### config.mk
export PLATFORM = sky130hd
export DESIGN_NAME = regfile_writeback_flat
export DESIGN_NICKNAME = d
export VERILOG_FILES = /design/src/rtl/cpu_pkg.sv /design/src/rtl/regfile_writeback_if.sv /design/src/rtl/wb_fifo.sv /design/src/rtl/regfile_writeback.sv /design/src/flat_wrapper.sv
export SDC_FILE = /design/constraint.sdc
export NUM_CORES = 1
export LEC_CHECK = 0
export ABC_AREA = 1
export BUFFER_PORTS_ARGS = -buffer_cell sky130_fd_sc_hd__buf_2
export CAP_MARGIN = 5
export CORE_MARGIN = 2
export CORE_UTILIZATION = 59
export DETAILED_ROUTE_END_ITERATION = 10
export MAX_ROUTING_LAYER = met4
export PLACE_DENSITY = 0.78
export SLEW_MARGIN = 5
export SYNTH_ARGS = -nofsm -noshare
export SYNTH_HDL_FRONTEND = slang
export SYNTH_HIERARCHICAL = 1
export SYNTH_SLANG_ARGS = --single-unit
export TNS_END_PERCENT = 30
### constraint.sdc
create_clock -name clk -period 6.2 [get_ports clk]
set_input_delay 0.31 -clock clk [delete_from_list [all_inputs] [get_ports clk]]
set_output_delay 0.31 -clock clk [all_outputs]
set_load 0.05 [all_outputs]
### src/rtl/cpu_pkg.sv
`default_nettype none
// ============================================================================
// Module   : cpu_pkg
// Purpose  : Shared register-file constants and write-back types.
//            REG_BITS/REG_WIDTH  register index width and data width
//            wb_entry_t          queued write-back result {dest, data}
//            wb_src_t            write-back source, used as the arbiter pointer
// Revision : 1.0 - initial release
// ============================================================================
package cpu_pkg;

  localparam int REG_BITS  = 5;
  localparam int REG_WIDTH = 32;

  typedef struct packed {
    logic [REG_BITS-1:0]  dest;
    logic [REG_WIDTH-1:0] data;
  } wb_entry_t;

  typedef enum logic {
    WB_SRC_MEM = 1'b0,
    WB_SRC_ALU = 1'b1
  } wb_src_t;

endpackage
`default_nettype wire

### src/rtl/regfile_writeback_if.sv
`default_nettype none
// ============================================================================
// Module   : regfile_writeback_if
// Purpose  : Bundles the producer handshakes (ALU, load unit), the register
//            file write port and the busy bitmap of regfile_writeback.
//            master : producers / register file / decode side
//            slave  : regfile_writeback side
// Revision : 1.0 - initial release
// ============================================================================
interface regfile_writeback_if #(
  parameter int REG_BITS  = cpu_pkg::REG_BITS,
  parameter int REG_WIDTH = cpu_pkg::REG_WIDTH
);
  logic                   alu_valid;
  logic                   alu_ready;
  logic [REG_BITS-1:0]    alu_dest;
  logic [REG_WIDTH-1:0]   alu_data;
  logic                   mem_valid;
  logic                   mem_ready;
  logic [REG_BITS-1:0]    mem_dest;
  logic [REG_WIDTH-1:0]   mem_data;
  logic                   write;
  logic [REG_BITS-1:0]    wdest;
  logic [REG_WIDTH-1:0]   wdata;
  logic [2**REG_BITS-1:0] busy;

  modport master (
    output alu_valid, alu_dest, alu_data, mem_valid, mem_dest, mem_data,
    input  alu_ready, mem_ready, write, wdest, wdata, busy
  );

  modport slave (
    input  alu_valid, alu_dest, alu_data, mem_valid, mem_dest, mem_data,
    output alu_ready, mem_ready, write, wdest, wdata, busy
  );
endinterface
`default_nettype wire

### src/rtl/wb_fifo.sv
`default_nettype none
// ============================================================================
// Module   : wb_fifo
// Purpose  : DEPTH-entry result FIFO for one write-back source.
//            clk, rst            clock, synchronous active-high reset
//            push, din           enqueue (caller guarantees !full)
//            pop                 dequeue head (caller guarantees !empty)
//            full, empty, head   status and head entry
//            ent_valid/ent_dest  per-slot occupancy and destination
// Revision : 1.0 - initial release
// ============================================================================
module wb_fifo
  import cpu_pkg::*;
#(
  parameter int DEPTH = 2
) (
  input  wire                              clk,
  input  wire                              rst,
  input  wire                              push,
  input  wb_entry_t                        din,
  input  wire                              pop,
  output logic                             full,
  output logic                             empty,
  output wb_entry_t                        head,
  output logic [DEPTH-1:0]                 ent_valid,
  output logic [DEPTH-1:0][REG_BITS-1:0]   ent_dest
);

  localparam int PW = $clog2(DEPTH);
  localparam int CW = PW + 1;

  wb_entry_t       r_mem [DEPTH];
  logic [PW-1:0]   r_wptr;
  logic [PW-1:0]   r_rptr;
  logic [CW-1:0]   r_count;

  assign full  = (r_count == CW'(DEPTH));
  assign empty = (r_count == '0);
  assign head  = r_mem[r_rptr];

  // Storage carries no reset; occupancy is tracked by the pointers/count.
  always_ff @(posedge clk) begin
    if (push) r_mem[r_wptr] <= din;
  end

  // Pointers are PW bits wide, so DEPTH being a power of two makes the
  // natural binary rollover the modulo-DEPTH wrap.
  always_ff @(posedge clk) begin
    if (rst) begin
      r_wptr  <= '0;
      r_rptr  <= '0;
      r_count <= '0;
    end else begin
      if (push) r_wptr <= r_wptr + PW'(1);
      if (pop)  r_rptr <= r_rptr + PW'(1);
      case ({push, pop})
        2'b10:   r_count <= r_count + CW'(1);
        2'b01:   r_count <= r_count - CW'(1);
        default: r_count <= r_count;
      endcase
    end
  end

  // A slot is occupied when its distance from the read pointer is below
  // the current count.
  for (genvar i = 0; i < DEPTH; i++) begin : g_entry
    logic [PW-1:0] w_off;
    assign w_off        = PW'(i) - r_rptr;
    assign ent_valid[i] = ({1'b0, w_off} < r_count);
    assign ent_dest[i]  = r_mem[i].dest;
  end

endmodule
`default_nettype wire

### src/rtl/regfile_writeback.sv
`default_nettype none
// ============================================================================
// Module   : regfile_writeback
// Purpose  : Write-side front end of the 32x32 register file. Buffers ALU
//            and load results in per-source FIFOs, serializes them onto the
//            single register file write port with round-robin arbitration,
//            and exports a per-register busy bitmap for decode.
//            clk, rst   clock, synchronous active-high reset
//            bus        regfile_writeback_if.slave: alu_*/mem_* handshakes,
//                       write/wdest/wdata, busy
// Options  : WB_ZERO_DROP_EN - results for register 0 are consumed without
//            a write pulse, and busy[0] is held at 0.
// Revision : 1.0 - initial release
// ============================================================================
module regfile_writeback #(
  parameter int REG_BITS  = cpu_pkg::REG_BITS,
  parameter int REG_WIDTH = cpu_pkg::REG_WIDTH,
  parameter int DEPTH     = 2
) (
  input  wire                  clk,
  input  wire                  rst,
  regfile_writeback_if.slave   bus
);
  import cpu_pkg::*;

  localparam int NREGS = 2**REG_BITS;

  wb_entry_t                        w_mem_in, w_alu_in;
  wb_entry_t                        w_mem_head, w_alu_head, w_pop_entry;
  logic                             w_mem_full, w_mem_empty, w_alu_full, w_alu_empty;
  logic                             w_mem_push, w_alu_push;
  logic                             w_grant_mem, w_grant_alu, w_pop, w_commit;
  logic [DEPTH-1:0]                 w_mem_ev, w_alu_ev;
  logic [DEPTH-1:0][REG_BITS-1:0]   w_mem_ed, w_alu_ed;
  logic [NREGS-1:0]                 w_busy;

  wb_src_t                          r_prio;
  logic                             r_write;
  logic [REG_BITS-1:0]              r_wdest;
  logic [REG_WIDTH-1:0]             r_wdata;

  // Readiness depends only on registered occupancy: a full FIFO refuses
  // even when it pops in the same cycle.
  assign bus.mem_ready = !w_mem_full;
  assign bus.alu_ready = !w_alu_full;
  assign w_mem_push    = bus.mem_valid & !w_mem_full;
  assign w_alu_push    = bus.alu_valid & !w_alu_full;
  assign w_mem_in      = '{dest: bus.mem_dest, data: bus.mem_data};
  assign w_alu_in      = '{dest: bus.alu_dest, data: bus.alu_data};

  wb_fifo #(.DEPTH(DEPTH)) u_mem_fifo (
    .clk       (clk),
    .rst       (rst),
    .push      (w_mem_push),
    .din       (w_mem_in),
    .pop       (w_grant_mem),
    .full      (w_mem_full),
    .empty     (w_mem_empty),
    .head      (w_mem_head),
    .ent_valid (w_mem_ev),
    .ent_dest  (w_mem_ed)
  );

  wb_fifo #(.DEPTH(DEPTH)) u_alu_fifo (
    .clk       (clk),
    .rst       (rst),
    .push      (w_alu_push),
    .din       (w_alu_in),
    .pop       (w_grant_alu),
    .full      (w_alu_full),
    .empty     (w_alu_empty),
    .head      (w_alu_head),
    .ent_valid (w_alu_ev),
    .ent_dest  (w_alu_ed)
  );

  // r_prio names the source favoured on contention; a lone non-empty
  // source always wins.
  assign w_grant_mem = !w_mem_empty && (w_alu_empty || r_prio == WB_SRC_MEM);
  assign w_grant_alu = !w_alu_empty && !w_grant_mem;
  assign w_pop       = w_grant_mem | w_grant_alu;
  assign w_pop_entry = w_grant_mem ? w_mem_head : w_alu_head;

`ifdef WB_ZERO_DROP_EN
  assign w_commit = w_pop && (w_pop_entry.dest != '0);
`else
  assign w_commit = w_pop;
`endif

  always_ff @(posedge clk) begin
    if (rst) begin
      r_prio  <= WB_SRC_MEM;
      r_write <= 1'b0;
      r_wdest <= '0;
      r_wdata <= '0;
    end else begin
      r_write <= 1'b0;
      if (w_grant_mem) r_prio <= WB_SRC_ALU;
      if (w_grant_alu) r_prio <= WB_SRC_MEM;
      if (w_commit) begin
        r_write <= 1'b1;
        r_wdest <= w_pop_entry.dest;
        r_wdata <= w_pop_entry.data;
      end
    end
  end

  assign bus.write = r_write;
  assign bus.wdest = r_wdest;
  assign bus.wdata = r_wdata;

  always_comb begin
    w_busy = '0;
    for (int i = 0; i < DEPTH; i++) begin
      if (w_mem_ev[i]) w_busy[w_mem_ed[i]] = 1'b1;
      if (w_alu_ev[i]) w_busy[w_alu_ed[i]] = 1'b1;
    end
    if (r_write) w_busy[r_wdest] = 1'b1;
`ifdef WB_ZERO_DROP_EN
    w_busy[0] = 1'b0;
`endif
  end

  assign bus.busy = w_busy;

endmodule
`default_nettype wire
### src/flat_wrapper.sv
// flat-port wrapper written by rule: the top's interface ports become plain ports
module regfile_writeback_flat import cpu_pkg::*;
#(
  parameter int REG_BITS  = cpu_pkg::REG_BITS,
  parameter int REG_WIDTH = cpu_pkg::REG_WIDTH,
  parameter int DEPTH     = 2
)
  (clk, rst, bus_alu_valid, bus_alu_dest, bus_alu_data, bus_mem_valid, bus_mem_dest, bus_mem_data, bus_alu_ready, bus_mem_ready, bus_write, bus_wdest, bus_wdata, bus_busy);
  regfile_writeback_if #(.REG_BITS(REG_BITS), .REG_WIDTH(REG_WIDTH)) bus_i ();
  input  wire clk;
  input  wire rst;
  input wire logic [$bits(bus_i.alu_valid)-1:0] bus_alu_valid;
  input wire logic [$bits(bus_i.alu_dest)-1:0] bus_alu_dest;
  input wire logic [$bits(bus_i.alu_data)-1:0] bus_alu_data;
  input wire logic [$bits(bus_i.mem_valid)-1:0] bus_mem_valid;
  input wire logic [$bits(bus_i.mem_dest)-1:0] bus_mem_dest;
  input wire logic [$bits(bus_i.mem_data)-1:0] bus_mem_data;
  output wire logic [$bits(bus_i.alu_ready)-1:0] bus_alu_ready;
  output wire logic [$bits(bus_i.mem_ready)-1:0] bus_mem_ready;
  output wire logic [$bits(bus_i.write)-1:0] bus_write;
  output wire logic [$bits(bus_i.wdest)-1:0] bus_wdest;
  output wire logic [$bits(bus_i.wdata)-1:0] bus_wdata;
  output wire logic [$bits(bus_i.busy)-1:0] bus_busy;
  assign bus_i.alu_valid = bus_alu_valid;
  assign bus_i.alu_dest = bus_alu_dest;
  assign bus_i.alu_data = bus_alu_data;
  assign bus_i.mem_valid = bus_mem_valid;
  assign bus_i.mem_dest = bus_mem_dest;
  assign bus_i.mem_data = bus_mem_data;
  assign bus_alu_ready = bus_i.alu_ready;
  assign bus_mem_ready = bus_i.mem_ready;
  assign bus_write = bus_i.write;
  assign bus_wdest = bus_i.wdest;
  assign bus_wdata = bus_i.wdata;
  assign bus_busy = bus_i.busy;
  regfile_writeback #(.REG_BITS(REG_BITS), .REG_WIDTH(REG_WIDTH), .DEPTH(DEPTH)) u_core (.clk(clk), .rst(rst), .bus(bus_i));
endmodule
## Yosys cells after proc, flatten, opt, wreduce, memory -nomap -nowiden

Memories as Yosys holds them, arrays and structs flattened. A register that Yosys moved wholly into a read port is not among the register bits.
Index checks and enable logic that the tools add are counted.

| storage, ports and cells | value |
|---|---|
| register bits after elaboration | 47 |
| memory bits (writable) | 148 |
| input bits | 78 |
| memories | 2 |

Memory list:

| name | depth | bits a word | read ports | clocked after Yosys merged registers in | wr ports | RTL line | RTL |
|---|---|---|---|---|---|---|---|
| u_core.u_alu_fifo.r_mem | 2 | 37 | 3 | 1 | 1 | wb_fifo.sv:32 | `wb_entry_t r_mem [DEPTH];` |
| u_core.u_mem_fifo.r_mem | 2 | 37 | 3 | 1 | 1 | wb_fifo.sv:32 |  |

| operators by class | value |
|---|---|
| order comparisons | 14 |
| reductions and logical operators | 18 |
| eq/ne operators | 6 |
| mux-type cells | 27 |
| add/subtract/negate cells | 12 |
| bitwise operators | 8 |

Operators with widths:

| cell | count |
|---|---|
| two-way mux 32 bit | 5 |
| OR 32 bit | 4 |
| two-way mux 37 bit | 1 |
| less-than comparator 5 x 6 -> 1 bit, second input constant | 5 |
| demux 1 bit (select 5 bit) | 5 |
| greater-or-equal comparator 5 x 1 -> 1 bit, second input constant | 5 |
| two-way mux 1 bit | 14 |
| == test 2 bit, second input constant | 4 |
| less-than comparator 1 x 2 -> 1 bit | 4 |
| case mux 2 bit (2 select lines) | 2 |
| logical AND 1 bit | 7 |
| zero test 1 bit | 5 |
| adder 1 bit, second input constant | 4 |
| adder 2 x 1 -> 2 bit, second input constant | 2 |
| == test 2 x 1 -> 1 bit, second input constant | 2 |
| zero test 2 bit | 2 |
| nonzero test 2 bit | 2 |
| subtractor 1 bit, first input constant | 4 |
| subtractor 2 x 1 -> 2 bit, second input constant | 2 |
| AND 1 bit | 2 |
| OR reduction 2 bit | 1 |
| logical OR 1 bit | 1 |
| NOT 1 bit | 1 |
| OR 1 bit | 1 |

## Logic depth before layout (Yosys ltp)

Gate-level depths: netlist of the first run.

| logic depth | value |
|---|---|
| word-level depth | 13 |
| mapped depth | 11 |

## Cells and area by module

The synthesis of the first run kept the hierarchy.

By module, submodules not included:

| module | cells each | area an instance (um2) | seq. area each (um2) | instances |
|---|---|---|---|---|
| wb_fifo | 161 | 3135.5 | 2322.2 | 2 |
| regfile_writeback | 697 | 3523.4 | 780.7 | 1 |

## Least setup slack after synthesis of the first run

OpenSTA, ideal clock, no wires.

| timing | value |
|---|---|
| path type | flip-flop to flip-flop |
| start point | reg u_core.u_alu_fifo.r_count[0] |
| end point | mem u_core/u_alu_fifo/r_mem[0][0] (netlist name) (enable) |
| arrival | 2.243 ns |
| stages on the path, launching flop included | 5 |
| path buffers | 0 |
| library setup time | 0.431 ns |
| path slack | 3.526 ns |
| path through | dfxtp_1 > nor2_1 > nor2_1 > inv_1 > nor2_1 |

| between the ends | value |
|---|---|
| word-level cells in the longest chain between the ends | 5 |

RTL lines:

| element | RTL line | RTL |
|---|---|---|
| start, declared | wb_fifo.sv:35 | `logic [CW-1:0] r_count;` |
| start signal, assigned | wb_fifo.sv:57 | `2'b10: r_count <= r_count + CW'(1);` |
| start signal, assigned | wb_fifo.sv:58 | `2'b01: r_count <= r_count - CW'(1);` |
| start signal, assigned | wb_fifo.sv:59 | `default: r_count <= r_count;` |
| == test 2 bit | wb_fifo.sv:37 | `assign full = (r_count == CW'(DEPTH));` |
| via u_core.w_alu_full | regfile_writeback.sv:30 | `logic w_mem_full, w_mem_empty, w_alu_full, w_alu_empty;` |
| zero test 1 bit | regfile_writeback.sv:47 | `assign w_alu_push = bus.alu_valid & !w_alu_full;` |
| AND 1 bit | regfile_writeback.sv:47 |  |
| via u_core.w_alu_push | regfile_writeback.sv:31 | `logic w_mem_push, w_alu_push;` |
| two-way mux 1 bit | wb_fifo.sv:43 | `if (push) r_mem[r_wptr] <= din;` |
| two-way mux 1 bit (not written as such) | wb_fifo.sv:43 |  |
| end, declared | wb_fifo.sv:32 |  |

The timed path passes the listed nets, and every way through them passes these cells.

## Worst setup path in the final report of the first run

| timing | value |
|---|---|
| start point | reg u_core.u_alu_fifo.r_count[0] |
| end point | out bus_busy[29] |

| between the ends | value |
|---|---|
| word-level cells in the longest chain between the ends | 8 |
| elaborated cells between the ends (all ways) | 9 |
| classes of those cells | 2 x order compare; 4 x mux; 3 x bitwise |

RTL lines:

| element | RTL line | RTL |
|---|---|---|
| less-than comparator 1 x 2 -> 1 bit * | wb_fifo.sv:69 | `assign ent_valid[i] = ({1'b0, w_off} < r_count);` |
| via u_core.w_alu_ev[0] | regfile_writeback.sv:33 | `logic [DEPTH-1:0] w_mem_ev, w_alu_ev;` |
| two-way mux 32 bit * | regfile_writeback.sv:116 | `if (w_alu_ev[i]) w_busy[w_alu_ed[i]] = 1'b1;` |
| OR 32 bit (no line) | - |  |
| two-way mux 32 bit * | regfile_writeback.sv:115 | `if (w_mem_ev[i]) w_busy[w_mem_ed[i]] = 1'b1;` |
| OR 32 bit (no line) | - |  |
| two-way mux 32 bit * | regfile_writeback.sv:116 |  |
| OR 32 bit (no line) | - |  |
| two-way mux 32 bit * | regfile_writeback.sv:118 | `if (r_write) w_busy[r_wdest] = 1'b1;` |
| end, declared | flat_wrapper.sv:23 | `output wire logic [$bits(bus_i.busy)-1:0] bus_busy;` |

Mark *: on every way through the listed nets, which the timed path passes. The rest lies on a longest branch.

==> results of run 1 <==
[stage by stage]
stage	util (%)	cells
finish	67.7	1381
global route	67.7	1381
CTS	67.7	1378
detailed placement	63.9	1346
global placement	63.9	1346
floorplan	-	1019
[cell type report]
type	instances	area, sq um
multi-input cells	619	3410
well taps	220	275
repair buffers	153	776
fillers	1301	5300
diodes	3	7.51
inverters	157	589
clock inverters	15	191
clock buffers	17	425
flip-flops and latches	197	5430
[worst min-delay path by stage]
stage                              start                        endpoint  slack (ps)  depth (start not counted)
finish                  bus_alu_data[22]  u_core/u_alu_fifo/r_mem[1][22]          60                          1
detailed placement  u_core/bus.wdata[29]            u_core/bus.wdata[29]         440                          2
global route            bus_alu_data[22]  u_core/u_alu_fifo/r_mem[1][22]          30                          1
CTS                     bus_alu_data[22]  u_core/u_alu_fifo/r_mem[1][22]          40                          1
floorplan                            rst                        register         380                          1
global placement    u_core/bus.wdata[29]            u_core/bus.wdata[29]         450                          2
[sequential cells by signal, indices dropped and copies added (netlist names), 2 cells and up, named ones only]
register / cells
u_core/bus.wdest: 5
u_core/bus.wdata: 32
u_core/u_mem_fifo/r_mem: 74
u_core/u_alu_fifo/r_mem: 74
u_core/u_mem_fifo/r_count: 2
u_core/u_alu_fifo/r_count: 2
[kinds of logic after synthesis]
group	after synthesis	share of synthesized area, %
adders and majority gates	2	0.255
xor gates and xnor gates	2	0.179
DFF	197	55.4
and+or+nand+nor	495	20.9
muxes	74	10.8
AOI/OAI and AO/OA	46	2.39
buffers and inverters	203	10.1
[power by group through the flow]
stage	Combinational (mW)	Sequential [mW]	Clock [mW]
3_3_place_gp	1.78	1.86	0
3_5_place_dp	1.81	1.87	0
4_1_cts	1.82	1.84	1.14
2_1_floorplan	1.19	2.11	0
6_report	1.82	1.84	1.13
5_1_grt	1.97	1.87	1.20
[synthesized netlist by cell type, drive strengths merged (4+ instances only)]
| master | instances |
|---|---|
| a21oi | 5 |
| buf | 42 |
| clkbuf | 4 |
| dfxtp | 49 |
| edfxtp | 148 |
| inv | 157 |
| mux2 | 74 |
| nand2 | 143 |
| nand3 | 117 |
| nor2 | 221 |
| nor3 | 10 |
| o21ai | 41 |
[critical path, cell delays in order, from the launching register on]
cell and delay [ps]:
dfxtp_1 420, inv_1 100, o21ai_0 500, nand3_1 460
nor2_1 210, nor2_1 90, nand3_1 90, buf_2 260
[cells in the final DEF (no fill, tap or decap), types with 4 or more instances in the layout]
cell type | netlist | layout
nor2_1 | 221 | 219
inv_1 | 156 | 154
buf_2 | 7 | 149
edfxtp_1 | 148 | 148
nand2_1 | 142 | 142
nand3_1 | 117 | 117
mux2_4 | 60 | 60
dfxtp_1 | 49 | 47
o21ai_0 | 23 | 23
o21ai_1 | 18 | 18
clkbuf_16 | 0 | 17
mux2_2 | 14 | 14
nor3_1 | 8 | 8
buf_4 | 26 | 4
[layer usage]
layer	vias up	global-route usage [%]	wire length, microns
met1	3448	36.7	10200
met2	306	44.7	11100
li1	3551	-	-
met5	-	-	0
met4	0	9.74	599
met3	45	5.48	1660
==> impl_metrics.tcl, run 1 <==
set metrics [dict create \
    slew_headroom_pct 22.6 \
    hold_violations 0 \
    worst_min_delay_path_category "primary input to register" \
    critPathArrivalTime_ps 2570 \
    detailed_place.area_sq_um 10500 \
    detailedRoute.firstPassIterationCount 6 \
    postLayoutCellArea_sq_um 11100 \
    design.final.nets 1225 \
    grt_setup_unrepaired "false" \
    worst_setup_hold_path_clk_slew_ps 80 \
    cellPowerDensity_nw_per_um2 431 \
    timing.final.setup_violations 0 \
    cts_hold_buf 0 \
    postSynthAreaPerCell_sq_um 9.61 \
    final.hold.worst_slack_ps 55.6 \
    port_buffers 149 \
    die_width_microns 133 \
    first_global_vias 7019 \
    crit_path_end "bus_busy[29]" \
    r2r_end "u_core/u_alu_fifo/r_count[1]" \
    cts.path.max_buffers 2 \
    drcViolationCount 0 \
    crit_path_max_fanout 8 \
    yosysSeqAreaShare_pct 55.4 \
    clock_latency_ps 440 \
    tritoncts.num_buffers 17 \
    half_perimeter_wire_length_after_detailed_placement_mm 16.0 \
    synth_top_cell_area_share_pct 45.4 \
    post_synth_inst_count 1019 \
    cts_setup_buffers 0 \
    slew_viol_final 0 \
    ys_ff_latch 197 \
    netSwitchingPower_mw 1.93 \
    fmax_mhz 348 \
    worst_pin_slew_ps 1160 \
    clock-root-buffer "clkbuf_16" \
    antenna_found_initial 3 \
    postSynthNetCount 1099 \
    synth_flop_cell "edfxtp_1" \
    fin_worst_skew_ps 8.37 \
    max_cap_violations 0 \
    wire_length_of_the_first_global_routing_pass_mm 36.6 \
    synth.distinct_cells 26 \
    coreArea_sq_um 16400 \
    cp_data_required_time_ps 5890 \
    totalPowerFinal_mw 4.79 \
    cts_tree "done" \
    gp_congestion 1.02 \
    clock_sinks 197 \
    routed-via-count 7350 \
    cells_resized_by_post_cts_repair 0 \
    outcome "complete, no violations" \
    synth-edff-count 148 \
    final_wirelength_mm 23.6 \
    placement.setup.worst_slack_ps 3420 \
    share_seq_of_total_power_pct 38.5 \
    post_synth_main_area_contributors "edfxtp_1 (45%), dfxtp_1 (10%), mux2_4 (9.2%)" \
    drtIter0Drc 657 \
    fin_crit_sh_pct 46.4 \
    final_setup_slack_of_the_worst_path_ps 3320 \
    finalSetupTns_ps 0 \
    ys.warnings.count 6 \
    period_needed_ps 2880 \
    maximum_resistive_drop_on_vdd_mv 0.320 \
    clock_tree.htree_level_count 4 \
    worstSetupPathType "register to primary output" \
    setup.worst_path.start_class "register" \
    syn-cell-area_sq_um 9790 \
    routedWlPerCell_microns 17.1 \
    cp-startpoint "u_core/u_alu_fifo/r_count[0]" \
    internal_mw 2.86 \
    leakagePower_nw 4.88 \
    viasPerCell 5.32 \
    io_pins 150 \
    timing.reg2reg.worst_path_depth 10 \
    layout-area-overhead-vs-synth_pct 13.4 \
    post-synth-top-area-cell "edfxtp_1" \
    postRouteAntennaNets 0 \
    start_util_pct 59.7 \
    die_y_microns 133 \
    r2r_path_start "u_core/u_alu_fifo/r_count[0]" \
    combPwrFrac_pct 38.0 \
    num_rows 47 \
    global_route.usage.total_pct 28.2 \
    power.share.clock_pct 23.5 \
    grt_remaining_overflow 0 \
    largest_net_degree_at_the_start_of_global_routing 41 \
    final_layout_size_suffix_gt1_share_pct 23.4 \
    async_reset_ff_share_pct 0 \
    floorplan.die_area_sq_um 17600 \
    reg2reg_setup_slack_ps 3380 \
    setup.worst_path.end_class "primary output" \
    p_sw_share_pct 40.4 \
]
Note: power is estimated with default switching activity, not from simulation.
==> run 2: changes to the inputs <==
--- a/config.mk
+++ b/config.mk
@@ -5,14 +5,14 @@
 export SDC_FILE = /design/constraint.sdc
 export NUM_CORES = 1
 export LEC_CHECK = 0
-export ABC_AREA = 1
+export ABC_AREA = 0
 export BUFFER_PORTS_ARGS = -buffer_cell sky130_fd_sc_hd__buf_2
 export CAP_MARGIN = 5
 export CORE_MARGIN = 2
-export CORE_UTILIZATION = 59
+export CORE_UTILIZATION = 56
 export DETAILED_ROUTE_END_ITERATION = 10
 export MAX_ROUTING_LAYER = met4
-export PLACE_DENSITY = 0.78
+export PLACE_DENSITY = 0.75
 export SLEW_MARGIN = 5
 export SYNTH_ARGS = -nofsm -noshare
 export SYNTH_HDL_FRONTEND = slang
==> constraint.sdc (replaced) <==
create_clock -name clk -period 3 [get_ports clk]
set_input_delay 0.15 -clock clk [delete_from_list [all_inputs] [get_ports clk]]
set_output_delay 0.15 -clock clk [all_outputs]
set_load 0.05 [all_outputs]
==> run 2 against run 1 <==
  * Critical path depth is 1 lower
  * Clock skew grew 1.8 ps
  * Sequential power up 130%
  * Synthesized area down 8.8%
  * Synthesized cell count fell by 31%
  * Routed wire length up 4.9%
  * Die area is 3.8% lower
  * Combinational power grew 130%
  * Clock-buffer cell count grew 1
  * Sequential share of layout area rose by 0.14 points
  * Critical path type unchanged
  * Largest power group is now combinational logic
==> impl_metrics.tcl, run 2 <==
set metrics [dict create \
    ys_ff_latch 197 \
    worst_pin_slew_ps 931 \
    commonest_cells_post_synth "edfxtp_1 (148), mux2_2 (74), nand2_1 (60)" \
    grt_remaining_overflow 0 \
    synth-edff-count 148 \
    cell_family_contributing_the_most_delay_on_the_critical_path "simple AND/OR/NAND/NOR gates" \
    fin_worst_skew_ps 10.2 \
    setup.worst_path.end_class "primary output" \
    synth_flop_cell "edfxtp_1" \
    half_perimeter_wire_length_after_detailed_placement_mm 16.5 \
    timing.reg2reg.worst_path_depth 6 \
    detailedRoute.firstPassIterationCount 8 \
    worst_setup_hold_path_clk_slew_ps 70 \
    cp_data_required_time_ps 2850 \
    slew_headroom_pct 37.9 \
    cellPowerDensity_nw_per_um2 962 \
    cts_tree "done" \
    design.final.nets 984 \
    crit_buf_inv 1 \
    mostFrequentLayoutCells "buf_2 (149), edfxtp_1 (148), dlygate4sd3_1 (74), mux2_2 (74), nand2_1 (60)" \
    yosysSeqAreaShare_pct 60.7 \
    tritoncts.num_buffers 17 \
    r2r_end "u_core/bus.wdata[23]" \
    async_reset_ff_share_pct 0 \
    slew_viol_final 0 \
    antenna_found_initial 0 \
    wire_length_of_the_first_global_routing_pass_mm 37.2 \
    met3_wl_post_dr_mm 1.89 \
    num_rows 46 \
    drcViolationCount 0 \
    cts_setup_buffers 0 \
    placement.setup.worst_slack_ps 774 \
    routed-via-count 6764 \
    fmax_mhz 396 \
    final_setup_slack_of_the_worst_path_ps 475 \
    cts_hold_buf 74 \
    maximum_resistive_drop_on_vdd_mv 0.772 \
    period_needed_ps 2530 \
    setup.worst_path.start_class "register" \
    drtIter0Drc 574 \
    viasPerCell 5.96 \
    first_global_vias 6902 \
    leakagePower_nw 4.14 \
    io_pins 150 \
    postSynthNetCount 782 \
    global_route.usage.total_pct 30.6 \
    largest_net_degree_at_the_start_of_global_routing 39 \
    wl_met1_mm 9.47 \
    post-synth-top-area-cell "edfxtp_1" \
    cts.path.max_buffers 2 \
    final.hold.worst_slack_ps 59.5 \
    totalPowerFinal_mw 10.7 \
    layout-area-overhead-vs-synth_pct 24.0 \
    port_buffers 149 \
    met2_wirelength_mm 12.6 \
    synth.distinct_cells 47 \
    start_util_pct 56.8 \
    cp-startpoint "u_core/u_alu_fifo/r_count[0]" \
    post_synth_inst_count 702 \
    die_width_microns 130 \
    critical_path_cell_with_the_highest_stage_delay "nor3b_1" \
    clock-root-buffer "clkbuf_16" \
    post_synth_main_area_contributors "edfxtp_1 (50%), dfxtp_1 (11%), mux2_2 (9.3%)" \
    timing.final.setup_violations 0 \
    worstSetupPathType "register to primary output" \
    finalSetupTns_ps 0 \
    postSynthAreaPerCell_sq_um 12.7 \
    die_y_microns 130 \
    routedWlPerCell_microns 21.9 \
    timing.critical_path.slowest_cell_delay_ps 510 \
    reg2reg_setup_slack_ps 660 \
    postRouteAntennaNets 0 \
    crit_cells 6 \
    coreArea_sq_um 15700 \
    clock_latency_ps 430 \
    clock_sinks 197 \
    fin_crit_sh_pct 84.2 \
    floorplan.die_area_sq_um 17000 \
    clock_tree.htree_level_count 4 \
    path_cells "a21o_2 > nand2b_1 > nor3b_1 > a22oi_1 > o311ai_0 > buf_2" \
    gp_congestion 1.02 \
    cells_resized_by_post_cts_repair 0 \
    syn-cell-area_sq_um 8930 \
    crit_path_end "bus_busy[6]" \
    worst_min_delay_path_category "primary input to register" \
    grt_setup_unrepaired "false" \
    critPathArrivalTime_ps 2380 \
    layout.cells.most_common "buf_2" \
    max_cap_violations 0 \
    crit_path_max_fanout 6 \
    nFillCells 1057 \
    final_wirelength_mm 24.8 \
    outcome "complete, no violations" \
    r2r_path_start "u_core/u_alu_fifo/r_count[0]" \
    synth_top_cell_area_share_pct 49.8 \
    final_layout_size_suffix_gt1_share_pct 31.0 \
    ys.warnings.count 6 \
    hold_violations 0 \
    highest_layer "met4" \
    post-synth-top-count-cell "edfxtp_1" \
]
## run 2: worst register-to-register path: cells and delay by family, from the launching register on
kind | cells | cell delay, ps
AND/OR/NAND/NOR | 3 | 810
buffers and inverters | 1 | 540
flip-flops | 1 | 370
multiplexers | 1 | 300
AO/OA/AOI/OAI | 1 | 140
## run 2: per-layer routing
layer / track usage (%) / vias to the layer above
met5: - / -
met2: 52.7 / 370
met4: 13.0 / 0
met3: 5.66 / 66
li1: - / 3051
met1: 35.1 / 3277
## run 2: how the worst min path moves through the flow
stage | from | endpoint | depth (start not counted)
after global routing | rst | u_core/u_alu_fifo/r_rptr | 2
after CTS | rst | u_core/u_mem_fifo/r_rptr | 2
final | rst | u_core/u_mem_fifo/r_rptr | 2
after global placement | bus_alu_data[9] | u_core/u_alu_fifo/r_mem[0][9] | 1
after floorplan | rst | u_core/u_alu_fifo/r_count[1] | 1
after detailed placement | bus_alu_data[11] | u_core/u_alu_fifo/r_mem[1][11] | 1
## run 2: cell type report
type | count | area (sq um) | area share (%)
antenna | 1 | 2.50 | 0.0226
clock buffer | 18 | 429 | 3.87
clock inverter | 14 | 163 | 1.47
inverter | 8 | 30.0 | 0.271
multi-input combinational | 446 | 3170 | 28.6
sequential | 197 | 5430 | 49.0
tap | 216 | 270 | 2.44
timing repair buffer | 234 | 1580 | 14.3
## run 2: logic make-up after synthesis
family / count (synthesis) / synth area share [%]
XOR/XNOR: 8 / 0.784
AND/OR/NAND/NOR: 205 / 11.8
AO/OA/AOI/OAI: 120 / 8.92
buffers and inverters: 59 / 3.98
adder cells (fa/ha/maj): 2 / 0.280
flip-flops: 197 / 60.7
multiplexers: 111 / 13.5
## run 2: where the power goes
group | switching (mW) | total, mW | internal, mW
combinational | 2.85 | 4.21 | 1.36
clock | 1.02 | 2.27 | 1.25
sequential | 0.573 | 4.18 | 3.60
## run 2: per-stage QoR
stage	util (%)	instance area (sq um)	instances
6_report	70.5	11100	1134
4_1_cts	70.5	11100	1133
3_3_place_gp	62.0	9740	1027
5_1_grt	70.5	11100	1133
3_5_place_dp	62.0	9740	1027
2_1_floorplan	-	8930	702
